===== src/rtl/matmul_job_sequencer.sv =====
// ----------------------------------------------------------------------------
// matmul_job_sequencer
//
// Control sequencer sitting in front of the matmul calc datapath. It accepts
// matrix-multiply job commands (dims minus one plus the add-previous-C mode
// bit), holds the calc block's level start high for the whole job, counts the
// C write-backs, and detects completion. Between jobs it forces exactly one
// cycle with start low so the calc block can rewind its loaders. One command
// can be buffered behind the running job. Sticky status and error bits are
// reported to the register file.
//
// Handshake: a command transfers on a rising edge where cmd_valid_i and
// cmd_ready_o are both high. cmd_ready_o is low only while the pending slot
// is occupied (and while reset is asserted); the offering side must hold the
// command stable until it transfers.
//
// Ports
//   clk_i, rst_i                     clock, synchronous active-high reset
//   cmd_valid_i / cmd_ready_o        command handshake
//   cmd_n/k/m_dim_i, cmd_mode_i      command payload (dims minus one, mode)
//   calc_start_o                     level start to the calc block
//   calc_mode_o, calc_n/k/m_dim_o    active job, stable while start is high
//   calc_enable_w_i, calc_address_i  calc write-back strobe and address
//   calc_finish_mul_i, calc_flags_i  calc finish pulse and overflow flags
//   clear_i                          clears sticky status and errors
//   busy_o                           sequencer not idle
//   done_o                           one-cycle pulse per completed job
//   jobs_done_o                      completed-job counter (wraps)
//   status_flags_o                   sticky OR of flags captured at finish
//   err_timeout_o, err_dim_o, err_wb_o  sticky errors
//   state_o                          current FSM state (observation only)
// ----------------------------------------------------------------------------
module matmul_job_sequencer #(
    parameter int DATA_WIDTH     = 8,
    parameter int BUS_WIDTH      = 16,
    parameter int ADDR_WIDTH     = 32,
    parameter int TIMEOUT_CYCLES = 255
) (
    input  logic                  clk_i,
    input  logic                  rst_i,
    input  logic                  cmd_valid_i,
    output logic                  cmd_ready_o,
    input  logic [1:0]            cmd_n_dim_i,
    input  logic [1:0]            cmd_k_dim_i,
    input  logic [1:0]            cmd_m_dim_i,
    input  logic                  cmd_mode_i,
    output logic                  calc_start_o,
    output logic                  calc_mode_o,
    output logic [1:0]            calc_n_dim_o,
    output logic [1:0]            calc_k_dim_o,
    output logic [1:0]            calc_m_dim_o,
    input  logic                  calc_enable_w_i,
    input  logic [ADDR_WIDTH-1:0] calc_address_i,
    input  logic                  calc_finish_mul_i,
    input  logic [BUS_WIDTH-1:0]  calc_flags_i,
    input  logic                  clear_i,
    output logic                  busy_o,
    output logic                  done_o,
    output logic [7:0]            jobs_done_o,
    output logic [BUS_WIDTH-1:0]  status_flags_o,
    output logic                  err_timeout_o,
    output logic                  err_dim_o,
    output logic                  err_wb_o,
    output logic [1:0]            state_o
);

    localparam int          MAX_DIM     = BUS_WIDTH / DATA_WIDTH;
    localparam logic [31:0] DIM_LAST    = 32'(MAX_DIM - 1);
    // A complete job always writes back a full MAX_DIM x MAX_DIM tile of C.
    localparam logic [8:0]  WB_TARGET   = 9'(MAX_DIM * MAX_DIM);
    localparam logic [7:0]  TMO_LAST    = 8'(TIMEOUT_CYCLES - 1);
    localparam logic [4:0]  WB_ADDR_TAG = 5'b10000;

    typedef enum logic [1:0] {
        ST_IDLE    = 2'd0,
        ST_RUN     = 2'd1,
        ST_RELEASE = 2'd2,
        ST_ABORT   = 2'd3
    } state_t;

    state_t     state;
    logic       pend_valid;
    logic [6:0] pend_word;      // {mode, n, k, m}
    logic [7:0] wb_cnt;         // saturating write-back count for this job
    logic [7:0] tmo_cnt;        // cycles spent in RUN for this job

    logic [6:0] cmd_word;
    logic [6:0] launch_word;
    logic       accept;
    logic       cmd_legal;
    logic       take_legal;
    logic       take_illegal;
    logic       in_gap;
    logic       launch;
    logic       addr_bad;
    logic [8:0] wb_total;
    logic       addr_unused;

    assign cmd_ready_o  = ~pend_valid & ~rst_i;
    assign accept       = cmd_valid_i & cmd_ready_o;
    assign cmd_word     = {cmd_mode_i, cmd_n_dim_i, cmd_k_dim_i, cmd_m_dim_i};

    assign cmd_legal    = ({30'd0, cmd_n_dim_i} <= DIM_LAST) &&
                          ({30'd0, cmd_k_dim_i} <= DIM_LAST) &&
                          ({30'd0, cmd_m_dim_i} <= DIM_LAST);

    assign take_legal   = accept & cmd_legal;
    assign take_illegal = accept & ~cmd_legal;

    // RELEASE and ABORT are the one-cycle start-low gap; both exit the same way.
    assign in_gap       = (state == ST_RELEASE) || (state == ST_ABORT);

    // A job is launched straight into RUN from IDLE on a legal accept, or at
    // the end of the gap when either a pending command exists or a new legal
    // command arrives in that same cycle. The pending slot always has
    // priority; while it is full cmd_ready_o is low, so both cannot coincide.
    assign launch       = (take_legal & (state == ST_IDLE)) |
                          (in_gap & (pend_valid | take_legal));
    assign launch_word  = pend_valid ? pend_word : cmd_word;

    assign addr_bad     = calc_enable_w_i & (calc_address_i[4:0] != WB_ADDR_TAG);

    // Count including a strobe landing in the same cycle as the finish pulse.
    assign wb_total     = {1'b0, wb_cnt} + {8'd0, calc_enable_w_i};

    // Only the low address bits carry the write-back tag.
    assign addr_unused  = ^calc_address_i[ADDR_WIDTH-1:5];

    assign state_o      = state;

    always_ff @(posedge clk_i) begin
        if (rst_i) begin
            state          <= ST_IDLE;
            pend_valid     <= 1'b0;
            pend_word      <= '0;
            wb_cnt         <= '0;
            tmo_cnt        <= '0;
            calc_start_o   <= 1'b0;
            calc_mode_o    <= 1'b0;
            calc_n_dim_o   <= '0;
            calc_k_dim_o   <= '0;
            calc_m_dim_o   <= '0;
            busy_o         <= 1'b0;
            done_o         <= 1'b0;
            jobs_done_o    <= '0;
            status_flags_o <= '0;
            err_timeout_o  <= 1'b0;
            err_dim_o      <= 1'b0;
            err_wb_o       <= 1'b0;
        end else begin
            done_o <= 1'b0;

            // Clear first; any set below in the same cycle overrides it.
            if (clear_i) begin
                status_flags_o <= '0;
                err_timeout_o  <= 1'b0;
                err_dim_o      <= 1'b0;
                err_wb_o       <= 1'b0;
            end

            // Illegal commands are consumed and dropped without a state change.
            if (take_illegal) begin
                err_dim_o <= 1'b1;
            end

            if (launch) begin
                state        <= ST_RUN;
                busy_o       <= 1'b1;
                calc_start_o <= 1'b1;
                {calc_mode_o, calc_n_dim_o, calc_k_dim_o, calc_m_dim_o} <= launch_word;
                pend_valid   <= 1'b0;
                wb_cnt       <= '0;
                tmo_cnt      <= '0;
            end else begin
                case (state)
                    ST_RUN: begin
                        if (take_legal) begin
                            pend_word  <= cmd_word;
                            pend_valid <= 1'b1;
                        end

                        if (calc_enable_w_i) begin
                            if (wb_cnt != 8'hFF) begin
                                wb_cnt <= wb_cnt + 8'd1;
                            end
                            if (addr_bad) begin
                                err_wb_o <= 1'b1;
                            end
                        end

                        // Finish takes priority over a coincident timeout.
                        if (calc_finish_mul_i) begin
                            state          <= ST_RELEASE;
                            calc_start_o   <= 1'b0;
                            done_o         <= 1'b1;
                            jobs_done_o    <= jobs_done_o + 8'd1;
                            status_flags_o <= (clear_i ? '0 : status_flags_o) | calc_flags_i;
                            if (wb_total != WB_TARGET) begin
                                err_wb_o <= 1'b1;
                            end
                        end else if (tmo_cnt == TMO_LAST) begin
                            state         <= ST_ABORT;
                            calc_start_o  <= 1'b0;
                            err_timeout_o <= 1'b1;
                        end else begin
                            tmo_cnt <= tmo_cnt + 8'd1;
                        end
                    end

                    ST_RELEASE, ST_ABORT: begin
                        // Nothing to launch: the gap ends in IDLE.
                        state  <= ST_IDLE;
                        busy_o <= 1'b0;
                    end

                    default: begin
                        // IDLE without a legal command: hold.
                    end
                endcase
            end
        end
    end

endmodule


===== config.mk =====
export PLATFORM = sky130hd
export DESIGN_NAME = matmul_job_sequencer
export DESIGN_NICKNAME = d
export VERILOG_FILES = /design/src/rtl/matmul_job_sequencer.sv
export SDC_FILE = /design/constraint.sdc
export NUM_CORES = 1
export LEC_CHECK = 0
export BUFFER_PORTS_ARGS = -buffer_cell sky130_fd_sc_hd__buf_4
export CELL_PAD_IN_SITES_DETAIL_PLACEMENT = 0
export CELL_PAD_IN_SITES_GLOBAL_PLACEMENT = 1
export CORE_MARGIN = 4
export CORE_UTILIZATION = 34
export CTS_BUF_LIST = sky130_fd_sc_hd__clkbuf_8
export DETAILED_ROUTE_END_ITERATION = 12
export PLACE_DENSITY = 0.84
export SLEW_MARGIN = 20
export SYNTH_ARGS = -nofsm -noshare
export SYNTH_HDL_FRONTEND = slang
export SYNTH_SLANG_ARGS = --single-unit

===== constraint.sdc =====
create_clock -name clk_i -period 1.58 [get_ports clk_i]
set_input_delay 0.079 -clock clk_i [delete_from_list [all_inputs] [get_ports clk_i]]
set_output_delay 0.079 -clock clk_i [all_outputs]
set_load 0.005 [all_outputs]

After elaboration in Yosys (flattened, before gate mapping). Index checks and enable logic that the tools add are counted.

$lt $le $gt $ge: 3. Reductions and logical operators: 21. Bitwise operators: 17. Equal/unequal tests: 9. $add $sub $neg: 4. Muxes and demuxes: 30.

Operators by type and width (number): $mux 16 (4); $add 8x1->8 const B (3); $mux 1 (22); $or 16x16->16 (1); $reduce_and 3->1 (4); $add 8x1->9 (1); $ne 9x3->1 const B (1); $eq 8x8->1 const B (1); $ne 8x8->1 const B (1); $reduce_and 2->1 (4); $reduce_bool 2->1 (4); $and 1x1->1 (7); $mux 7 (1); $not 1->1 (7); $le 2x1->1 const B (3); $reduce_bool 3->1 (2); $ne 5x5->1 const B (1); $eq 2x2->1 const B (2); $mux 2 (2); $ne 4x4->1 const B (1); $pmux 2 s2 (1); $reduce_or 2->1 (2); $ne 3x3->1 const B (1); $reduce_or 3->1 (1); other kinds (5) (7).

Input port bits: 61. Flip-flop bits (word level): 63. Word-level logic and storage cells: 102. Output and inout port bits: 40.

Longest topological paths before layout.
Depth after elaboration: 9. Depth in mapped cells: 7. Mapped depth without buffers: 6.

Worst setup path after synthesis. Ideal clock, no wire load.

Path type: register -> register. From: register wb_cnt[0]. To: register err_wb_o. Data required time: 1.455 ns. Library setup time: 0.125 ns. Arrival: 1.365 ns. Path buffers: 0. Period minus slack after synthesis: 1.490 ns. Stages on the path, launching flop included: 7. Path slack: 0.090 ns. Cell sequence: dfxtp_1 > ha_1 > ha_1 > nor4_1 > nand2_1 > a221oi_1 > nand2_1.

Cells in the longest elaborated chain, start to end: 6.

Ends and longest elaborated chain: from (decl) (line 84) `logic [7:0] wb_cnt;`; from (signal assigned) (line 184) `wb_cnt <= wb_cnt + 8'd1;`; $add 8x1->9 (line 124) `assign wb_total = {1'b0, wb_cnt} + {8'd0, calc_enable_w_i};`; $ne 9x3->1 (line 198) `if (wb_total != WB_TARGET) begin`; $mux 1 (line 198); $mux 1 (line 192) `if (calc_finish_mul_i) begin`; $mux 1 (line 175) `case (state)`; $mux 1 (line 166) `if (launch) begin`; to (signal assigned) (line 158) `err_wb_o <= 1'b0;`; to (signal assigned) (line 187) `err_wb_o <= 1'b1;`; to (signal assigned) (line 199) `err_wb_o <= 1'b1;`; to (decl) (line 63) `output logic err_wb_o,`.

Every way passes these cells. A chain may end at the register's enable or synchronous reset.

Final worst setup path. Same ends and word-level chain as after synthesis.

==> results <==
- The CTS H-tree depth is 3.
- The proportion of layout cells with a drive suffix above 1 is 31.7%.
- The shortest clock period the worst path allows after layout is 1.54 ns.
- The global router's overall resource usage is 14.7%.
- The floorplan step defined a core boundary enclosing 0.00773 mm2.
- For this design the static power due to leakage is 1.57 nW.
- The first global-routing pass estimated 11,300 um of wire.
- The HPWL after detailed placement is 4400 um.
- The relative slew slack is 52.1%.
- Walking the worst path, the cells encountered are ha_2 > ha_1 > nor4_1 > nand2_1 > a221oi_2 > nand2_1.
- Wires add up to 6470 um.
- The worst setup path is of the flip-flop to flip-flop kind.
- The maximum fanout along the worst path is 4.
- The length of the first detailed-routing pass in iterations is 4.
- For this run, design rule violations remaining after detail routing come to 0.
- The worst hold path passes through 3 cells.
- The number of pins with negative max-slew slack in the final report is 0.
- The average wire per standard cell is 13.5 um.
- The run finished with clean final reports.
- In this run the mean area of a mapped cell was 9.98 um2.
- In this run the critical register-to-register path is captured at err_wb_o.
- Summing the areas of all compound-gate instances in the mapped netlist gives 15.7% of the synthesized area.
- The pre-CTS setup slack is -0.00983 ns.
- For the worst setup path, the data required time is 1.81 ns.
- The initial standard-cell utilization of the core is 35.0%.
- The capturing element type of the critical path is a flip-flop.
- For hold timing, the worst endpoint is err_dim_o.
- Across all register-to-register paths, the minimum setup slack is 0.04 ns.
- The total count of hold-check failures in the final report is 0.
- Buffers added to address setup during post-CTS repair amount to 0.
- The repair_antennas step left the layout with diodes totalling 0.
- The violation count after the first detailed-route iteration is 53.
- The share of async-settable or async-resettable flops after synthesis is 0%.
- The share of the clock period used by the worst path after layout is 97.4%.
- The library cell used most frequently in the layout, excluding fill and tap cells, is sky130_fd_sc_hd__buf_4.
- The multiplexer fraction of the synthesized cell area is 4.44%.
- The number of flip-flops and latches in the synthesized netlist is 63.
- The number of flops mapped to enable cells by yosys is 0.
- The share of Yosys cell area claimed by the top area cell type is 46.6%.
- The number of global-route vias before repair is 2,352.
- Data arrives at the worst endpoint at 1.77 ns.
- The synthesized netlist devotes 21.2% of its cell area to simple gates.
- Clock-pin slew was measured on the worst setup and hold paths at 0.07 ns.
- The number of primary I/O pins is 101.
- The post-synth net total is 338.
- The final-layout worst hold slack is 0.0521 ns.
- The synthesized-area fraction occupied by adder cells is 2.78%.
- The number of buffers inserted by port buffering is 73.
- The floorplan step defined a die boundary enclosing 0.00944 mm2.
- The most numerous cell type found on the critical path is sky130_fd_sc_hd__nand2_1.
- After synthesis, the largest family of logic cells by area is simple AND/OR/NAND/NOR gates.
- The reported max-cap violation count is 0.
- Across all setup checks in the final design, the least slack found is 0.0408 ns.
- In this run, CTS created clock tree buffers numbering 9.
- The remaining global-route overflow is 0.
- VDD sags by at most 0.000427 V.
- For this design the ratio of total power to cell area is 842 mW/mm2.
- The startpoint type of the worst setup path is a flip-flop.
- Leaving out fill and tap cells, the most frequent cells in the layout are sky130_fd_sc_hd__buf_4, sky130_fd_sc_hd__dfxtp_1, sky130_fd_sc_hd__nor2_1.
- The initial antenna violation count is 0.
- Summing over every cut layer, the via total after detailed routing is 2,342.
- The transition at the pin with the smallest max-transition slack is 0.716 ns.
- The floorplan has 32 rows.
- The detail route stage leaves a number of antenna-violating nets equal to 0.
- The total number of nets in the final design is 440.
- The worst hold path belongs to the class primary input to flip-flop.
- For this design, the slowest cell found on the critical path is sky130_fd_sc_hd__dfxtp_4.
- On the final layout, the worst clock skew is 0.00636 ns.
- The number of distinct standard cells referenced by the synthesized netlist is 45.
- Entering global routing, the biggest net connects 19 pins.
- The prevailing post-synth register cell is sky130_fd_sc_hd__dfxtp_1.
- Static timing analysis puts the maximum clock frequency at 0.650 GHz.
- By area the synthesized netlist is led by sky130_fd_sc_hd__dfxtp_1, sky130_fd_sc_hd__a22o_1, sky130_fd_sc_hd__mux2i_1.
- The synthesized cell area is 0.00270 mm2.
- In this run the vertical extent of the chip is 97.2 um.
- The post-synthesis sequential area ratio is 46.6%.
- The die width is 97.2 um.
- In this run the most critical hold path is launched from cmd_valid_i.
- Setup repair after global routing could not meet its margin everywhere.
- TritonCTS built the clock tree.
- The xor and xnor fraction of the mapped netlist area is 5.18%.
- During synthesis, Yosys emitted a total of 0 warnings.
- The total setup violations reported at the end of the flow is 0.
- The insertion delay to the later sink of the worst-skew pair is 0.34 ns.
- In this design, the stage delay of the slowest critical-path cell is 0.36 ns.
- The cell count after synthesis is 271.
- The global placer's final weighted congestion is 0.801.
- The area growth from synthesis to layout is 41.5%.
- The worst reg2reg path depth is 6.
- The clock passes through at most 2 buffers.
- The tree is rooted in a sky130_fd_sc_hd__clkbuf_8.
- For this design, the sink count on the clock tree is 63.
- The synthesized design spends more area on one cell type than any other, namely sky130_fd_sc_hd__dfxtp_1.
- The via count normalized by instance count is 4.88.
- The startpoint identified for the worst register-to-register timing path is wb_cnt[0].
## power breakdown
part           leakage, nW  internal, mW  switching [mW]
Clock                0.100         0.716           0.640
Sequential           0.510          1.60          0.0124
Combinational        0.960         0.145           0.106
## synthesized netlist by cell type, types with 3 or more instances
| cell type | n |
|---|---|
| sky130_fd_sc_hd__nor2_4 | 10 |
| sky130_fd_sc_hd__a22o_1 | 16 |
| sky130_fd_sc_hd__nor3_1 | 5 |
| sky130_fd_sc_hd__a211oi_1 | 12 |
| sky130_fd_sc_hd__mux2i_1 | 12 |
| sky130_fd_sc_hd__xnor2_1 | 10 |
| sky130_fd_sc_hd__inv_1 | 6 |
| sky130_fd_sc_hd__nor4_1 | 3 |
| sky130_fd_sc_hd__nor2_1 | 30 |
| sky130_fd_sc_hd__nand2_1 | 16 |
| sky130_fd_sc_hd__o21ai_0 | 5 |
| sky130_fd_sc_hd__nand4_1 | 7 |
| sky130_fd_sc_hd__buf_2 | 4 |
| sky130_fd_sc_hd__a21oi_1 | 8 |
| sky130_fd_sc_hd__and3_1 | 5 |
| sky130_fd_sc_hd__a311oi_1 | 3 |
| sky130_fd_sc_hd__xor2_1 | 6 |
| sky130_fd_sc_hd__ha_1 | 6 |
| sky130_fd_sc_hd__clkbuf_1 | 6 |
| sky130_fd_sc_hd__nand3_1 | 8 |
| sky130_fd_sc_hd__dfxtp_1 | 63 |
## stage by stage
stage | instance area [um2] | power (mW) | setup TNS (ns) | utilization [%] | instances
floorplan | 2700 | 1.74 | 0 | - | 271
global placement | 3410 | 1.86 | -0.00267 | 44.1 | 444
detailed placement | 3410 | 1.86 | -0.00983 | 44.1 | 444
CTS | 3800 | 3.27 | 0 | 49.2 | 480
global route | 3830 | 3.36 | -0.0163 | 49.5 | 480
finish | 3830 | 3.22 | 0 | 49.5 | 480
## how the worst max path moves through the flow
| stage | startpoint | to | slack [ns] | cells past startpoint |
|---|---|---|---|---|
| detailed placement | wb_cnt[0] | err_wb_o | -0.01 | 6 |
| finish | wb_cnt[0] | err_wb_o | 0.04 | 6 |
| floorplan | wb_cnt[0] | err_wb_o | 0.09 | 6 |
| CTS | state_o[0] | tmo_cnt[2] | 0.02 | 5 |
| global placement | wb_cnt[0] | err_wb_o | -0.003 | 6 |
| global route | wb_cnt[0] | err_wb_o | -0.009 | 6 |
## worst max-delay path, delay by kind of cell (launching register included)
kind	cells	cell delay [ns]
compound gates	1	0.22
simple gates	3	0.41
flops	1	0.36
fa+ha+maj	2	0.44
## registers in the layout (all words and copies together), names as in the netlist
register and cells:
err_timeout_o 1, done_o 1, status_flags_o 16, calc_mode_o 1, calc_start_o 1, tmo_cnt 8, state_o 2, pend_valid 1
calc_m_dim_o 2, calc_n_dim_o 2, calc_k_dim_o 2, err_wb_o 1, jobs_done_o 8, busy_o 1, wb_cnt 8, pend_word 7
err_dim_o 1
## cell families (layout without fill, tap and decap cells)
| kind of cell | Yosys count | in the layout |
|---|---|---|
| and+or+nand+nor | 99 | 99 |
| DFF | 63 | 63 |
| AOI/OAI and AO/OA | 55 | 55 |
| buffers and inverters | 20 | 127 |
| xor gates and xnor gates | 16 | 16 |
| muxes | 12 | 12 |
| adders and majority gates | 6 | 6 |
## layer usage
metal,up-vias,wire [um],global-route usage (%)
li1,1190,-,-
met3,11,366,3.73
met2,53,3030,23.5
met5,-,0,0
met4,0,121,7.45
met1,1088,2940,18.2
## repair_timing
action | CTS | global route
gates resized for setup | 0 | 10
endpoints found under the hold margin | 20 | 0
endpoints found under the setup margin | 1 | 14
pin swaps | 1 | 4
hold buffers | 20 | 0
## layout make-up
cell class,instances,area [um2]
fill,730,3900
multi-input combinational,188,1360
sequential,63,1270
timing repair buffer,105,863
tap,102,128
clock buffer,9,124
clock inverter,7,65.1
inverter,6,22.5
No activity file was read; power rests on OpenSTA's default activity.
